$ cat src/rtl/count_seq_ctrl.sv
// Sequencing controller for an up-counter: clears it, enables it up to a latched
// terminal value, then stops (one-shot) or clears and restarts (continuous).
module count_seq_ctrl #(
  parameter int unsigned WIDTH  = 4,
  parameter int unsigned RUNS_W = 8
) (
  input  logic              clk,
  input  logic              rst,
  input  logic              start,
  input  logic              stop,
  input  logic              mode,
  input  logic [WIDTH-1:0]  term,
  input  logic [WIDTH-1:0]  count_in,
  output logic              cnt_clr,
  output logic              cnt_en,
  output logic              busy,
  output logic              tc_pulse,
  output logic [RUNS_W-1:0] runs
);

  typedef enum logic [1:0] {
    S_IDLE = 2'd0,
    S_CLR  = 2'd1,
    S_RUN  = 2'd2
  } state_t;

  state_t             r_state;
  logic [WIDTH-1:0]   r_term;
  logic               r_mode;
  logic               r_tc;
  logic [RUNS_W-1:0]  r_runs;
  logic               w_hit;

  // >= also catches a counter that was found already past the terminal value
  assign w_hit = (r_state == S_RUN) && (count_in >= r_term);

  always_ff @(posedge clk or posedge rst) begin
    if (rst) begin
      r_state <= S_IDLE;
      r_term  <= '0;
      r_mode  <= 1'b0;
      r_tc    <= 1'b0;
      r_runs  <= '0;
    end else begin
      r_tc <= 1'b0;
      case (r_state)
        S_IDLE: begin
          if (start) begin
            r_term  <= term;
            r_mode  <= mode;
            r_runs  <= '0;
            r_state <= S_CLR;
          end
        end
        S_CLR: begin
          r_state <= stop ? S_IDLE : S_RUN;
        end
        S_RUN: begin
          if (stop) begin
            r_state <= S_IDLE;
          end else if (w_hit) begin
            r_tc <= 1'b1;
            if (r_runs != {RUNS_W{1'b1}}) r_runs <= r_runs + RUNS_W'(1);
            r_state <= r_mode ? S_CLR : S_IDLE;
          end
        end
        default: r_state <= S_IDLE;
      endcase
    end
  end

  // Counter controls decode straight from state so reset drops them immediately
  assign cnt_clr  = (r_state == S_CLR);
  assign cnt_en   = (r_state == S_RUN) && !w_hit && !stop;
  assign busy     = (r_state != S_IDLE);
  assign tc_pulse = r_tc;
  assign runs     = r_runs;

endmodule

$ cat config.mk
export PLATFORM = sky130hd
export DESIGN_NAME = count_seq_ctrl
export DESIGN_NICKNAME = d
export VERILOG_FILES = /design/src/rtl/count_seq_ctrl.sv
export SDC_FILE = /design/constraint.sdc
export NUM_CORES = 1
export LEC_CHECK = 0
export CAP_MARGIN = 20
export CORE_ASPECT_RATIO = 1.75
export CORE_MARGIN = 5
export CORE_UTILIZATION = 40
export CTS_BUF_LIST = sky130_fd_sc_hd__clkbuf_4 sky130_fd_sc_hd__clkbuf_8
export DETAILED_ROUTE_END_ITERATION = 12
export PLACE_DENSITY = 0.71
export SETUP_SLACK_MARGIN = 0.3
export SYNTH_ARGS = -nofsm -noshare
export SYNTH_HDL_FRONTEND = slang
export SYNTH_SLANG_ARGS = --single-unit
$ cat constraint.sdc
create_clock -name clk -period 2.1 [get_ports clk]
set_input_delay 0.525 -clock clk [delete_from_list [all_inputs] [get_ports clk]]
set_output_delay 0.525 -clock clk [all_outputs]
set_load 0.005 [all_outputs]
# After elaboration in Yosys (flattened, before gate mapping)
# Index checks and enable logic that the tools add are counted.
# word_totals
reg_bits	16
input_bits	13
output_inout_bits	12
elab_cells	40
# op_classes
n_addsub	1
magnitude_cmp	1
eq_ne	8
mux	14
n_reduce_logical	11
# op_table
operator	count
two-way mux 8 bit	4
one-hot mux 8 bit (2 select lines)	1
adder 8 x 1 -> 8 bit, second input constant	1
two-way mux 2 bit	4
inequality test 8 bit, second input constant	1
inequality test 2 bit, second input constant	3
one-hot mux 2 bit (3 select lines)	1
AND reduction 5 bit	1
>= comparator 4 bit	1
two-way mux 1 bit	4
AND reduction 2 bit	2
nonzero test 2 bit	2
logical AND 1 bit	3
inequality test 3 bit, second input constant	1
== test 2 x 1 -> 1 bit, second input constant	1
== test 2 bit, second input constant	1
zero test 1 bit	2
zero test 2 bit	1
inequality test 2 x 1 -> 1 bit, second input constant	1

# Depth between registers and ports, before layout
# Gate-level depths: netlist (run 1).
# logic_depth
depth_word	5
mapped_depth	7
depth_no_buf	7

# Least setup slack after synthesis (run 1)
# OpenSTA, ideal clock, no wires.
# synth_timing
path_kind	input -> output
start	input count_in[0]
end	output cnt_en
arrival_time_ps	1712
t_required_ps	1575
setup_slack_ps	-137
path_stages	6
n_path_buf	0
cell_sequence	inv_1 -> ha_1 -> nand2b_4 -> a2111oi_4 -> or2_2 -> and2_1
# synth_between
elab_chain_len	5
# synth_rtl
element	line_no	rtl
start: declaration	13	input logic [WIDTH-1:0] count_in,
>= comparator 4 bit	35	assign w_hit = (r_state == S_RUN) && (count_in >= r_term);
logical AND 1 bit	35	
zero test 1 bit	74	assign cnt_en = (r_state == S_RUN) && !w_hit && !stop;
logical AND 1 bit (2 in series)	74	
end: declaration	15	output logic cnt_en,
# Every way passes these cells.

# Worst setup path in the final report (run 1)
# layout_timing
start	register r_term[0]
end	output cnt_en
# layout_between
elab_chain_len	5
# layout_rtl
element	line_no	rtl
start: declaration	28	logic [WIDTH-1:0] r_term;
start signal: assignment	49	r_term <= term;
>= comparator 4 bit	35	
logical AND 1 bit	35	
zero test 1 bit	74	
logical AND 1 bit (2 in series)	74	
# Every way passes these cells.

==> impl_results.md, run 1 <==
* Hold buffers post-CTS at 0
* Via count at 872
* Unrepaired setup endpoints after global routing: yes
* Int Power at 0.901 mW
* Pre-CTS setup slack at -1.01 ns
* CTS tree: done
* Num ports at 25
* EDFF count, synth at 0
* Comb power frac at 50.9%
* Die Wd at 46.7 um
* Ys flop type: dfrtp_1
* Vias in the first global route at 903
* Clock buffer depth at 2
* Syn Area/Cell at 10.4 um^2
* Worst path top cell family by delay: simple AND/OR/NAND/NOR gates
* Antenna violations before repair at 0
* CP Capture Type: output port
* Clk sink count at 16
* Placed cell area at 1340 um^2
* CP arrival at 1.72 ns
* # setup viols final at 1
* DP Wirelength at 1.76 mm
* Setup WS post-layout at -0.142 ns
* F_max at 446 MHz
* Power density cells at 900 nW/um^2
* Seq/Total Area, Yosys at 42.4%
* Flip-flop and latch count after synthesis at 16
* Port Buffer Count at 24
* Failing checks: setup timing
* Ys Warns at 0
* Area leader, netlist: dfrtp_1
* Worst-skew pair later-pin latency at 0.25 ns
* Total net switching power at 0.426 mW
* Final Hold Fails at 0
* Nets at 156
* Final ANT Viol Nets at 0
* Run status: finished with violations
* Peak fanout along the critical path at 2
* Maxcap violations at 0
* Pre-antenna DRT Iters at 4
* Net Count, Synth at 109
* Total power at 1.33 mW
* Peak supply drop at 668 uV
* N_diodes at 0
* Clk slew on worst S/H paths at 0.06 ns
* Final worst path period share at 107%
* Design Area, Final at 1470 um^2
* Final Max Slew Viols at 0
* Min Tclk post-route at 2.24 ns
* Seq. cell area at 405 um^2
* Starting Density at 41.5%
* Total grt overflow at 0
* Layout cells sized above 1 at 37.5%
* Vias per cell at 5.42
* Worst slew pin tran at 0.629 ns
* RD Place Congestion at 0.820
* Sw Share at 32.1%
* CORE AREA at 2270 um^2
* Area of the multi-input gates at 566 um^2
* DR iter-0 viols at 37
* Post-Route WL at 2.27 mm
* Syn Inst Count at 91
* Gr usage total at 16.8%
* Netlist Area Pre-Place at 943 um^2
* Synth-to-Final Area Change at 56.2%
* Drt drc at 0
* Worst Path Required at 1.57 ns
* Critical-path cell list: ha_4 -> nand2b_4 -> a2111oi_4 -> or2_4 -> and2_4 -> buf_6
* CTS root buffer: clkbuf_8
* Rel. slew slack at 58.0%
* CP max stage delay at 0.41 ns
* Synth async-reset ratio at 100%
* Crit start category: flip-flop
* Clk_skew at 0.00371 ns
* Count of different cell masters after synthesis at 37
* Hold Path Class: reg2reg
* Site row count at 23
* First-pass GRT wire length at 4.15 mm
* Flop pwr share at 31.6%
* Clk network pwr share at 17.6%
* Drt wl/cell at 14.1 um
* Largest net degree at the start of global routing at 17
* Die H at 74.2 um
* Htree depth at 1
* Synth top area share at 42.4%
* Largest cells by area after synthesis: dfrtp_1 (42%), ha_1 (6.6%), o21ai_0 (3.2%)
* Critical path's slowest cell: dfrtp_1
* Critical path buffers and inverters at 1
* Fillers at 195
* Full die area at 3470 um^2
* WS Path Type: reg2out
* Leakage at 0.640 nW
* CTS Buf Count at 3
state kept, by name (all words and copies together), names as in the netlist:
signal and cells:
r_mode 1, r_term 4, runs 8, r_state 2
tc_pulse 1
power by group through the flow:
| stage | Clock, mW | Combinational, mW | Sequential (mW) |
|---|---|---|---|
| after floorplan | 0 | 0.342 | 0.415 |
| after detailed placement | 0 | 0.576 | 0.425 |
| after CTS | 0.238 | 0.626 | 0.419 |
| after global routing | 0.255 | 0.746 | 0.428 |
| final | 0.233 | 0.675 | 0.419 |
| after global placement | 0 | 0.559 | 0.420 |
placed cells by master (no fill, tap or decap), types with 3 or more instances in the layout:
cell	n
a21oi_1	5
buf_4	14
buf_6	7
clkbuf_8	3
clkdlybuf4s50_1	17
dfrtp_1	12
dfrtp_2	4
ha_4	3
inv_1	6
nand2_1	7
nor2_1	6
nor3_1	3
o21ai_0	6
final timing paths:
path	start	end	slack (ns)	cells after the start
worst max-delay path	r_term[0]	cnt_en	-0.14	6
worst min register to register	r_mode	r_state[0]	0.54	2
worst min-delay path	r_mode	r_state[0]	0.54	2
worst max register to register	r_term[0]	runs[4]	0.15	9
max in group asynchronous	rst	runs[6]	1.00	2
min in group asynchronous	rst	r_term[0]	0.65	2
through the flow:
step | setup TNS (ns) | utilization, % | hold WS, ns | std cells
2_1_floorplan | 0 | - | 0.439 | 91
4_1_cts | -0.204 | 62.9 | 0.538 | 159
6_report | -0.142 | 64.8 | 0.542 | 161
3_3_place_gp | -4.76 | 59.1 | 0.489 | 152
5_1_grt | -0.194 | 64.8 | 0.575 | 161
3_5_place_dp | -5.01 | 59.1 | 0.525 | 152
worst reg2reg max path, delay by kind of cell, from the launching register on:
kind | cells | cell delay, ns
fa+ha+maj | 1 | 0.27
buf+inv | 3 | 0.38
flops | 1 | 0.41
compound gates | 2 | 0.25
simple gates | 3 | 0.54
cell families after synthesis:
kind of cell | count (synthesis) | synth area share [%]
AOI/OAI and AO/OA | 26 | 22.5
adders and majority gates | 5 | 6.63
buffers and inverters | 8 | 3.58
DFF | 16 | 42.4
muxes | 2 | 2.39
and+or+nand+nor | 34 | 22.4
Yosys cell counts (2+ instances only):
cell      instances
a21oi_1           5
dfrtp_1          16
ha_1              5
inv_1             7
mux2_2            2
nand2_1           7
nand4b_1          2
nor2_1            6
nor2_2            2
nor2b_1           3
nor3_1            3
o21ai_0           6
o22a_1            2
or2_2             2
what timing repair did:
item,CTS,global route
endpoints found under the setup margin,14,12
resized for setup,24,11
pin swaps,11,5
buffers inserted,4,2
routing by layer:
layer	global-route usage, %	up-vias	part of all wire [%]
met5	0	-	0
met4	8.92	0	1.7
met3	2.42	4	5.1
met2	28.8	26	56
met1	19.2	415	37
li1	-	427	-
final cells by class:
class / instances / area share, %
well taps: 25 / 2.12
repair buffers: 43 / 26.9
flip-flops and latches: 16 / 27.5
inverters: 7 / 2.29
clock buffers: 3 / 2.80
multi-input cells: 67 / 38.4
No activity file was read; power rests on OpenSTA's default activity.
==> run 2, diff against run 1 <==
--- a/config.mk
+++ b/config.mk
@@ -12,6 +12,7 @@
 export CTS_BUF_LIST = sky130_fd_sc_hd__clkbuf_4 sky130_fd_sc_hd__clkbuf_8
 export DETAILED_ROUTE_END_ITERATION = 12
 export PLACE_DENSITY = 0.71
+export RECOVER_POWER = 50
 export SETUP_SLACK_MARGIN = 0.3
 export SYNTH_ARGS = -nofsm -noshare
 export SYNTH_HDL_FRONTEND = slang
==> impl_results.md, run 2 (synthesis results as in run 1) <==
* Total grt overflow at 0 (unchanged)
* DR iter-0 viols at 32 (was 37)
* Clk_skew at 0.00434 ns (was 0.00371 ns)
* Worst-skew pair later-pin latency at 0.25 ns (about the same)
* Post-Route WL at 2.29 mm (was 2.27 mm)
* Peak fanout along the critical path at 2 (unchanged)
* Failing checks: setup timing (unchanged)
* Full die area at 3470 um^2 (unchanged)
* Flop2flop setup slack at 0.13 ns (was 0.15 ns)
* Pre-CTS setup slack at -1.01 ns (unchanged)
* Clock buffer depth at 2 (unchanged)
* Run status: finished with violations (unchanged)
* Commonest non-fill, non-tap cell in the layout: clkdlybuf4s50_1 (unchanged)
* Power density cells at 900 nW/um^2 (about the same)
* Clk slew on worst S/H paths at 0.06 ns (about the same)
* Htree depth at 1 (unchanged)
* Die Wd at 46.7 um (unchanged)
* Critical path's slowest cell: dfrtp_1 (unchanged)
* Worst slew pin tran at 0.628 ns (was 0.629 ns)
* Num ports at 25 (unchanged)
* Antenna violations before repair at 0 (unchanged)
* Hold buffers post-CTS at 0 (unchanged)
* Unrepaired setup endpoints after global routing: yes (unchanged)
* Nets at 156 (unchanged)
* CP max stage delay at 0.41 ns (about the same)
* Leakage at 0.637 nW (was 0.640 nW)
* Peak supply drop at 668 uV (about the same)
* Max reg flops at 8 (unchanged)
* Vias per cell at 5.42 (about the same)
* Die H at 74.2 um (unchanged)
* Drt wl/cell at 14.2 um (was 14.1 um)
* Vias in the first global route at 903 (unchanged)
* TNS Setup at -0.142 ns (about the same)
* Commonest cells after routing, fill and taps aside: clkdlybuf4s50_1 (15), buf_4 (13), dfrtp_1 (12) (was clkdlybuf4s50_1 (17), buf_4 (14), dfrtp_1 (12))
* Fillers at 197 (was 195)
* F_max at 446 MHz (about the same)
* WS Path Type: reg2out (unchanged)
* Critical-path cell list: ha_4 -> nand2b_4 -> a2111oi_4 -> or2_4 -> and2_4 -> buf_6 (unchanged)
* CP arrival at 1.72 ns (about the same)
* Hold Path Class: reg2reg (unchanged)
* Setup WS post-layout at -0.142 ns (about the same)
* Drt drc at 0 (unchanged)
* Maxcap violations at 0 (unchanged)
* Layout cells sized above 1 at 36.8% (was 37.5%)
* Port Buffer Count at 24 (unchanged)
* CTS tree: done (unchanged)
* Synth-to-Final Area Change at 55.8% (was 56.2%)
* Worst Path Required at 1.57 ns (about the same)
* Critical path buffers and inverters at 1 (unchanged)
* Rel. slew slack at 58.1% (was 58.0%)
* Site row count at 23 (unchanged)
* First-pass GRT wire length at 4.15 mm (unchanged)
* Clk sink count at 16 (unchanged)
* Starting Density at 41.5% (unchanged)
* Worst path top cell family by delay: simple AND/OR/NAND/NOR gates (unchanged)
* CTS root buffer: clkbuf_8 (unchanged)
* N_diodes at 0 (unchanged)
* RD Place Congestion at 0.820 (unchanged)
* Gr usage total at 16.8% (unchanged)
* CTS Buf Count at 3 (unchanged)
* # setup viols final at 1 (unchanged)
* Final worst path period share at 107% (about the same)
* Via count at 873 (was 872)
* Total power at 1.32 mW (was 1.33 mW)
* Largest net degree at the start of global routing at 17 (unchanged)
* Pre-antenna DRT Iters at 4 (unchanged)
* Final Max Slew Viols at 0 (unchanged)
* Final ANT Viol Nets at 0 (unchanged)
* CP Capture Type: output port (unchanged)
* Final Hold Fails at 0 (unchanged)
* Crit start category: flip-flop (unchanged)
* Min Tclk post-route at 2.24 ns (about the same)
* DP Wirelength at 1.76 mm (unchanged)
* Worst hold slack at 0.545 ns (was 0.542 ns)
* CORE AREA at 2270 um^2 (unchanged)
## run 2: cell types whose count changed in the layout (fill, tap and decap cells not counted), sizes merged
cell	before	now
dlygate4sd3	0	2
buf	22	21
clkbuf	3	4
clkdlybuf4s50	17	15
## run 2: stage by stage
stage | utilization, % | instance area, um^2 | std cells
after floorplan | - | 981 | 91
after global placement | 59.1 | 1340 | 152
after detailed placement | 59.1 | 1340 | 152
after CTS | 62.9 | 1430 | 159
after global routing | 64.7 | 1470 | 161
final | 64.7 | 1470 | 161
## run 2: worst paths after layout
check                      startpoint         end  cells past startpoint
max reg2reg                 r_term[0]     runs[4]                      9
max                         r_term[0]      cnt_en                      6
min reg2reg                    r_mode  r_state[0]                      2
min                            r_mode  r_state[0]                      2
min in group asynchronous         rst   r_term[0]                      2
max in group asynchronous         rst     runs[6]                      2
## run 2: where the power goes
part / internal [mW] / total (mW) / switching, mW
sequential: 0.375 / 0.419 / 0.0442
clock: 0.127 / 0.235 / 0.107
combinational: 0.394 / 0.670 / 0.276
total: 0.896 / 1.32 / 0.427
## run 2: worst min-delay path, cell delays in order (launching register included)
cell	delay, ns
dfrtp_1	0.36
a21oi_1	0.07
nor2_1	0.08
## run 2: timing repair
| item | in CTS | in global routing |
|---|---|---|
| resized for setup | 24 | 11 |
| pin swaps | 11 | 5 |
| buffers inserted | 4 | 2 |
| endpoints found under the setup margin | 14 | 12 |
## run 2: per-layer routing
layer  up-vias  track usage, %  wire length (um)
met5         -               0                 0
met4         0            8.92                39
met3         4            2.42               123
met2        26            28.8              1280
met1       416            19.2               844
li1        427               -                 -
## run 2: cell type report
| cell class | count | area, um^2 | area share (%) |
|---|---|---|---|
| multi-input combinational | 67 | 566 | 38.5 |
| sequential | 16 | 405 | 27.6 |
| timing repair buffer | 43 | 393 | 26.7 |
| tap | 25 | 31.3 | 2.13 |
| clock buffer | 3 | 41.3 | 2.81 |
| inverter | 7 | 33.8 | 2.30 |
==> patch 1: new RTL, config.mk and constraints of run 1 <==
Change the parameter `WIDTH` from 4 to 6.
--- a/src/rtl/count_seq_ctrl.sv
+++ b/src/rtl/count_seq_ctrl.sv
@@ -1,7 +1,7 @@
 // Sequencing controller for an up-counter: clears it, enables it up to a latched
 // terminal value, then stops (one-shot) or clears and restarts (continuous).
 module count_seq_ctrl #(
-  parameter int unsigned WIDTH  = 4,
+  parameter int unsigned WIDTH  = 6,
   parameter int unsigned RUNS_W = 8
 ) (
   input  logic              clk,
Ports: changed (resized count_in and term); port bits go from 25 to 29. No check against the original RTL was run, so the function may have changed too.
==> patch 1 against run 1 <==
  * The run still ends with setup timing left
  * Design area increased by 16%
  * Largest cell class unchanged
  * Area after synthesis increased by 14%
  * Wire length increased by 26%
  * Total power increased by 35%
  * Setup slack improved by 0.030 ns
  * Utilization decreased by 0.31 points
  * Die area increased by 12%
  * Sequential cell count increased by 2
==> patch 1: results (changes against run 1) <==
[cells_and_area]
nFillCells=203  ; was 195

[pwr]
power.leakage_nw=0.764  ; was 0.640 nW

[run_status]
outcome=finished, violations left  ; unchanged
violations=setup timing  ; unchanged

[placed_design]
place_hpwl_mm=1.92  ; was 1.76 mm
gp_congestion=0.853  ; was 0.820
io_buffers=28  ; was 24
place_area_mm2=0.00145  ; was 0.00134 mm^2

[global_route]
grt_pass1_wl_mm=4.84  ; was 4.15 mm
grt_pass1_vias=1011  ; was 903

[timing]
setup_tns_ns=-0.112  ; was -0.142 ns
final-setup-viol-count=1  ; unchanged
setup_ws_ns=-0.112  ; was -0.142 ns

[synthesis]
synth_cell_types=38  ; was 37
synth.area.top_cells=dfrtp_1 42%, ha_1 8.1%, mux2_2 7.3%, nand2_1 4.2%, inv_1 2.8%  ; was dfrtp_1 42%, ha_1 6.6%, o21ai_0 3.2%, a2111oi_4 2.9%, inv_1 2.8%
yosysSeqAreaShare_pct=41.9  ; was 42.4%
synthTopCellsByCount=18 x dfrtp_1, 12 x nand2_1, 8 x inv_1  ; was 16 x dfrtp_1, 7 x inv_1, 7 x nand2_1

[critical_path]
crit_start=r_term[3]  ; was r_term[0]
r2r_slack_ns=0.11  ; was 0.15 ns
worstReg2RegEnd=runs[1]  ; was runs[4]
crit_family=compound AO/OA/AOI/OAI gates  ; was simple AND/OR/NAND/NOR gates
critical-path-max-stage-delay_ns=0.38  ; was 0.41 ns

[routing]
first_iter_violations=18  ; was 37
avgRoutedWirePerCell_um=15.8  ; was 14.1 um

[min_path]
min-delay-start=r_term[5]  ; was r_mode

## patch 1: cell count changes after synthesis, sizes merged, moves of 3 or more
cell	delta
nor3	-3
o21ai	-4
a211o	+4
mux2	+5
buf	+3
nand4	+3
nand2	+5
## patch 1: worst min path at each step
stage / endpoint / slack [ns] / cells past startpoint
2_1_floorplan: r_mode / 0.46 / 1
3_3_place_gp: r_term[2] / 0.49 / 1
3_5_place_dp: r_term[5] / 0.50 / 1
4_1_cts: r_term[5] / 0.51 / 1
5_1_grt: r_term[5] / 0.53 / 1
6_report: r_term[5] / 0.51 / 1
## patch 1: metrics by stage
step,setup WS [ns],cells
4_1_cts,-0.142,175
5_1_grt,-0.181,181
2_1_floorplan,0.0502,108
3_3_place_gp,-0.838,167
6_report,-0.112,181
3_5_place_dp,-0.844,167
## patch 1: power breakdown
| part | leakage [nW] | total [mW] | internal [mW] | switching (mW) |
|---|---|---|---|---|
| registers | 0.224 | 0.511 | 0.442 | 0.0688 |
| logic | 0.512 | 0.997 | 0.583 | 0.413 |
| clock network | 0.0288 | 0.283 | 0.167 | 0.117 |
## patch 1: timing repair
action | CTS | global route
setup endpoints to repair | 15 | 15
gates resized for setup | 31 | 23
hold buffers | 0 | 0
pin swaps | 18 | 11
setup buffers | 3 | 6
cloned | 1 | 0
## patch 1: cells by family (layout without fill, tap and decap cells)
| logic type | after synthesis | after routing | share of synthesized area (%) |
|---|---|---|---|
| buffers and inverters | 13 | 59 | 6.51 |
| and+or+nand+nor | 39 | 39 | 18.8 |
| muxes | 7 | 7 | 7.33 |
| AOI/OAI and AO/OA | 24 | 24 | 17.3 |
| adders and majority gates | 7 | 7 | 8.14 |
| DFF | 18 | 18 | 41.9 |
## patch 1: cell type report
type                       instances  area, um^2  area share [%]
multi-input combinational         77         693            40.4
inverter                           8        30.0            1.75
tap                               27        33.8            1.97
clock buffer                       4        55.1            3.21
timing repair buffer              47         447            26.0
sequential                        18         457            26.6
## patch 1: worst register-to-register path: cells and delay by family, from the launching register on
family | cells | cell delay (ns)
fa+ha+maj | 1 | 0.19
flops | 1 | 0.38
simple gates | 1 | 0.04
compound gates | 4 | 0.85
buf+inv | 4 | 0.41
## patch 1: routing by layer
metal  part of all wire (%)  vias to the layer above  GRT usage, %
met5                      0                        -             0
met4                    2.1                        0          4.85
met3                    5.3                        9          3.80
met2                     55                       36          27.9
met1                     38                      499          17.4
li1                       -                      485             -
==> patch 2: new RTL, settings of run 1 <==
Without the edit above. Add an input register stage for `start`, `stop`, `mode`, `term` and `count_in`; this delays them by one clock.
--- a/src/rtl/count_seq_ctrl.sv
+++ b/src/rtl/count_seq_ctrl.sv
@@ -24,6 +24,20 @@
     S_RUN  = 2'd2
   } state_t;
 
+  logic start_q;
+  logic stop_q;
+  logic mode_q;
+  logic [WIDTH-1:0] term_q;
+  logic [WIDTH-1:0] count_q;
+
+  always_ff @(posedge clk) begin
+    start_q <= start;
+    stop_q  <= stop;
+    mode_q  <= mode;
+    term_q  <= term;
+    count_q <= count_in;
+  end
+
   state_t             r_state;
   logic [WIDTH-1:0]   r_term;
   logic               r_mode;
@@ -32,7 +46,7 @@
   logic               w_hit;
 
   // >= also catches a counter that was found already past the terminal value
-  assign w_hit = (r_state == S_RUN) && (count_in >= r_term);
+  assign w_hit = (r_state == S_RUN) && (count_q >= r_term);
 
   always_ff @(posedge clk or posedge rst) begin
     if (rst) begin
@@ -45,18 +59,18 @@
       r_tc <= 1'b0;
       case (r_state)
         S_IDLE: begin
-          if (start) begin
-            r_term  <= term;
-            r_mode  <= mode;
+          if (start_q) begin
+            r_term  <= term_q;
+            r_mode  <= mode_q;
             r_runs  <= '0;
             r_state <= S_CLR;
           end
         end
         S_CLR: begin
-          r_state <= stop ? S_IDLE : S_RUN;
+          r_state <= stop_q ? S_IDLE : S_RUN;
         end
         S_RUN: begin
-          if (stop) begin
+          if (stop_q) begin
             r_state <= S_IDLE;
           end else if (w_hit) begin
             r_tc <= 1'b1;
@@ -71,7 +85,7 @@
 
   // Counter controls decode straight from state so reset drops them immediately
   assign cnt_clr  = (r_state == S_CLR);
-  assign cnt_en   = (r_state == S_RUN) && !w_hit && !stop;
+  assign cnt_en   = (r_state == S_RUN) && !w_hit && !stop_q;
   assign busy     = (r_state != S_IDLE);
   assign tc_pulse = r_tc;
   assign runs     = r_runs;
Behaviour: not the same (Yosys sat finds a counterexample within 4 cycles, from zero or initial values and one cycle with rst high).
==> patch 2 against run 1 <==
  * The flow still finishes with violations (setup timing)
  * Synthesized cell count rose by 9.9%
  * Via count rose by 6.2%
  * Design area rose by 16%
  * Wire length rose by 12%
  * Sequential cell count rose by 11
  * Global-route usage fell by 4.3 points
  * Hold slack got worse by 0.073 ns
  * Area after synthesis rose by 22%
  * Critical path type unchanged
  * Largest cell class is now sequential cells
  * Highest routed layer unchanged
  * Maximum frequency fell by 8.8%
  * Total power fell by 0.35%
  * Setup slack got worse by 0.22 ns
  * Largest power group is now registers
  * First-iteration DRC count fell by 49%
  * Clock power rose by 31%
  * Combinational power fell by 38%
==> patch 2: results (changes against run 1) <==
[global_route]
grt_pass1_vias=922  ; was 903
grt_pass1_wl_mm=3.91  ; was 4.15 mm
gr-usage-all-layers_pct=12.5  ; was 16.8%

[timing]
clock_skew_ns=0.00579  ; was 0.00371 ns
final-setup-viol-count=3  ; was 1
relSlewSlack_pct=55.6  ; was 58.0%
setup_ws_ns=-0.357  ; was -0.142 ns
setup_tns_ns=-0.451  ; was -0.142 ns

[synthesis]
yosysSeqAreaShare_pct=53.8  ; was 42.4%
netlist_instances=100  ; was 91
synth_fp_nets=118  ; was 109
synthArstFlopShare_pct=59.3  ; was 100%
synth.area.top_cells=dfrtp_1 35%, dfxtp_1 19%, ha_1 5.4%, mux2_2 4.9%, nand2b_1 4.3%  ; was dfrtp_1 42%, ha_1 6.6%, o21ai_0 3.2%, a2111oi_4 2.9%, inv_1 2.8%

[run_status]
outcome=finished, violations left  ; unchanged
violations=setup timing  ; unchanged

[pwr]
power.leakage_nw=0.728  ; was 0.640 nW
peakVddDrop_uv=520  ; was 668 uV
p_int_mw=0.956  ; was 0.901 mW

[placed_design]
place_inst=154  ; was 152
gp_congestion=0.826  ; was 0.820
place_area_mm2=0.00145  ; was 0.00134 mm^2

[cells_and_area]
nFillCells=229  ; was 195
final_cells=168  ; was 161

[clocking]
h-tree-depth=1  ; unchanged
clk_latency_ns=0.28  ; was 0.25 ns
clk_pin_slew_ns=0.08  ; was 0.06 ns

[critical_path]
worstPathArrival_ns=1.93  ; was 1.72 ns

[routing]
num_vias=926  ; was 872

## patch 2: cell count changes after synthesis, sizes merged, moves of 3 or more
cell	delta
dfxtp	+11
nand2b	+7
nor3	-5
mux2	+3
nor2	-3
nor2b	-3
o21ai	-3
o31ai	+3
## patch 2: cell families after synthesis
| kind of cell | count (synthesis) | synth area share (%) |
|---|---|---|
| buffers and inverters | 8 | 2.60 |
| muxes | 6 | 5.75 |
| AOI/OAI and AO/OA | 22 | 13.9 |
| DFF | 27 | 53.8 |
| adders and majority gates | 5 | 5.42 |
| and+or+nand+nor | 32 | 18.5 |
## patch 2: power groups by stage
stage / registers (mW) / clock network, mW / logic, mW
2_1_floorplan: 0.605 / 0 / 0.180
3_3_place_gp: 0.610 / 0 / 0.285
3_5_place_dp: 0.613 / 0 / 0.289
4_1_cts: 0.600 / 0.314 / 0.367
5_1_grt: 0.605 / 0.330 / 0.451
6_report: 0.600 / 0.306 / 0.416
## patch 2: critical path, delay by kind of cell, from the launching register on
family,cells,cell delay (ns)
simple gates,4,0.51
buf+inv,1,0.11
flops,1,0.39
compound gates,1,0.39
fa+ha+maj,1,0.27
## patch 2: stage by stage
step / worst slack (ns) / hold WS (ns) / util [%]
global route: -0.439 / 0.485 / 62.1
CTS: -0.387 / 0.466 / 58.6
global placement: -0.422 / 0.443 / 52.8
detailed placement: -0.415 / 0.453 / 52.8
finish: -0.357 / 0.469 / 62.1
floorplan: 0.0507 / 0.439 / -
## patch 2: metal layers
metal / track usage, % / wire (um)
met1: 12.8 / 944
met2: 21.5 / 1390
met3: 2.94 / 135
met4: 8.95 / 68
met5: 0 / 0
## patch 2: path summary, 6_finish.rpt
check / depth (start not counted) / endpoint / from / slack (ns)
worst max register to register: 10 / runs[6] / r_term[0] / -0.05
worst max-delay path: 7 / cnt_en / r_term[0] / -0.36
max in group asynchronous: 2 / runs[4] / rst / 1.00
min in group asynchronous: 2 / r_state[1] / rst / 0.64
worst min register to register: 1 / r_term[3] / term_q[3] / 0.47
worst min-delay path: 1 / r_term[3] / term_q[3] / 0.47
## patch 2: area by class of cell
type	instances	area share [%]
Sequential cell	27	36.7
Tap cell	27	1.98
Inverter	8	1.76
Clock buffer	4	2.86
Timing Repair Buffer	36	19.9
Multi-Input combinational cell	66	36.7
## patch 2: what timing repair did
item,CTS,global route
hold endpoints to repair,0,0
pin swaps,5,4
resized for setup,25,12
hold buffers,0,0
setup endpoints to repair,10,14
setup buffers,5,4
gates cloned,1,0
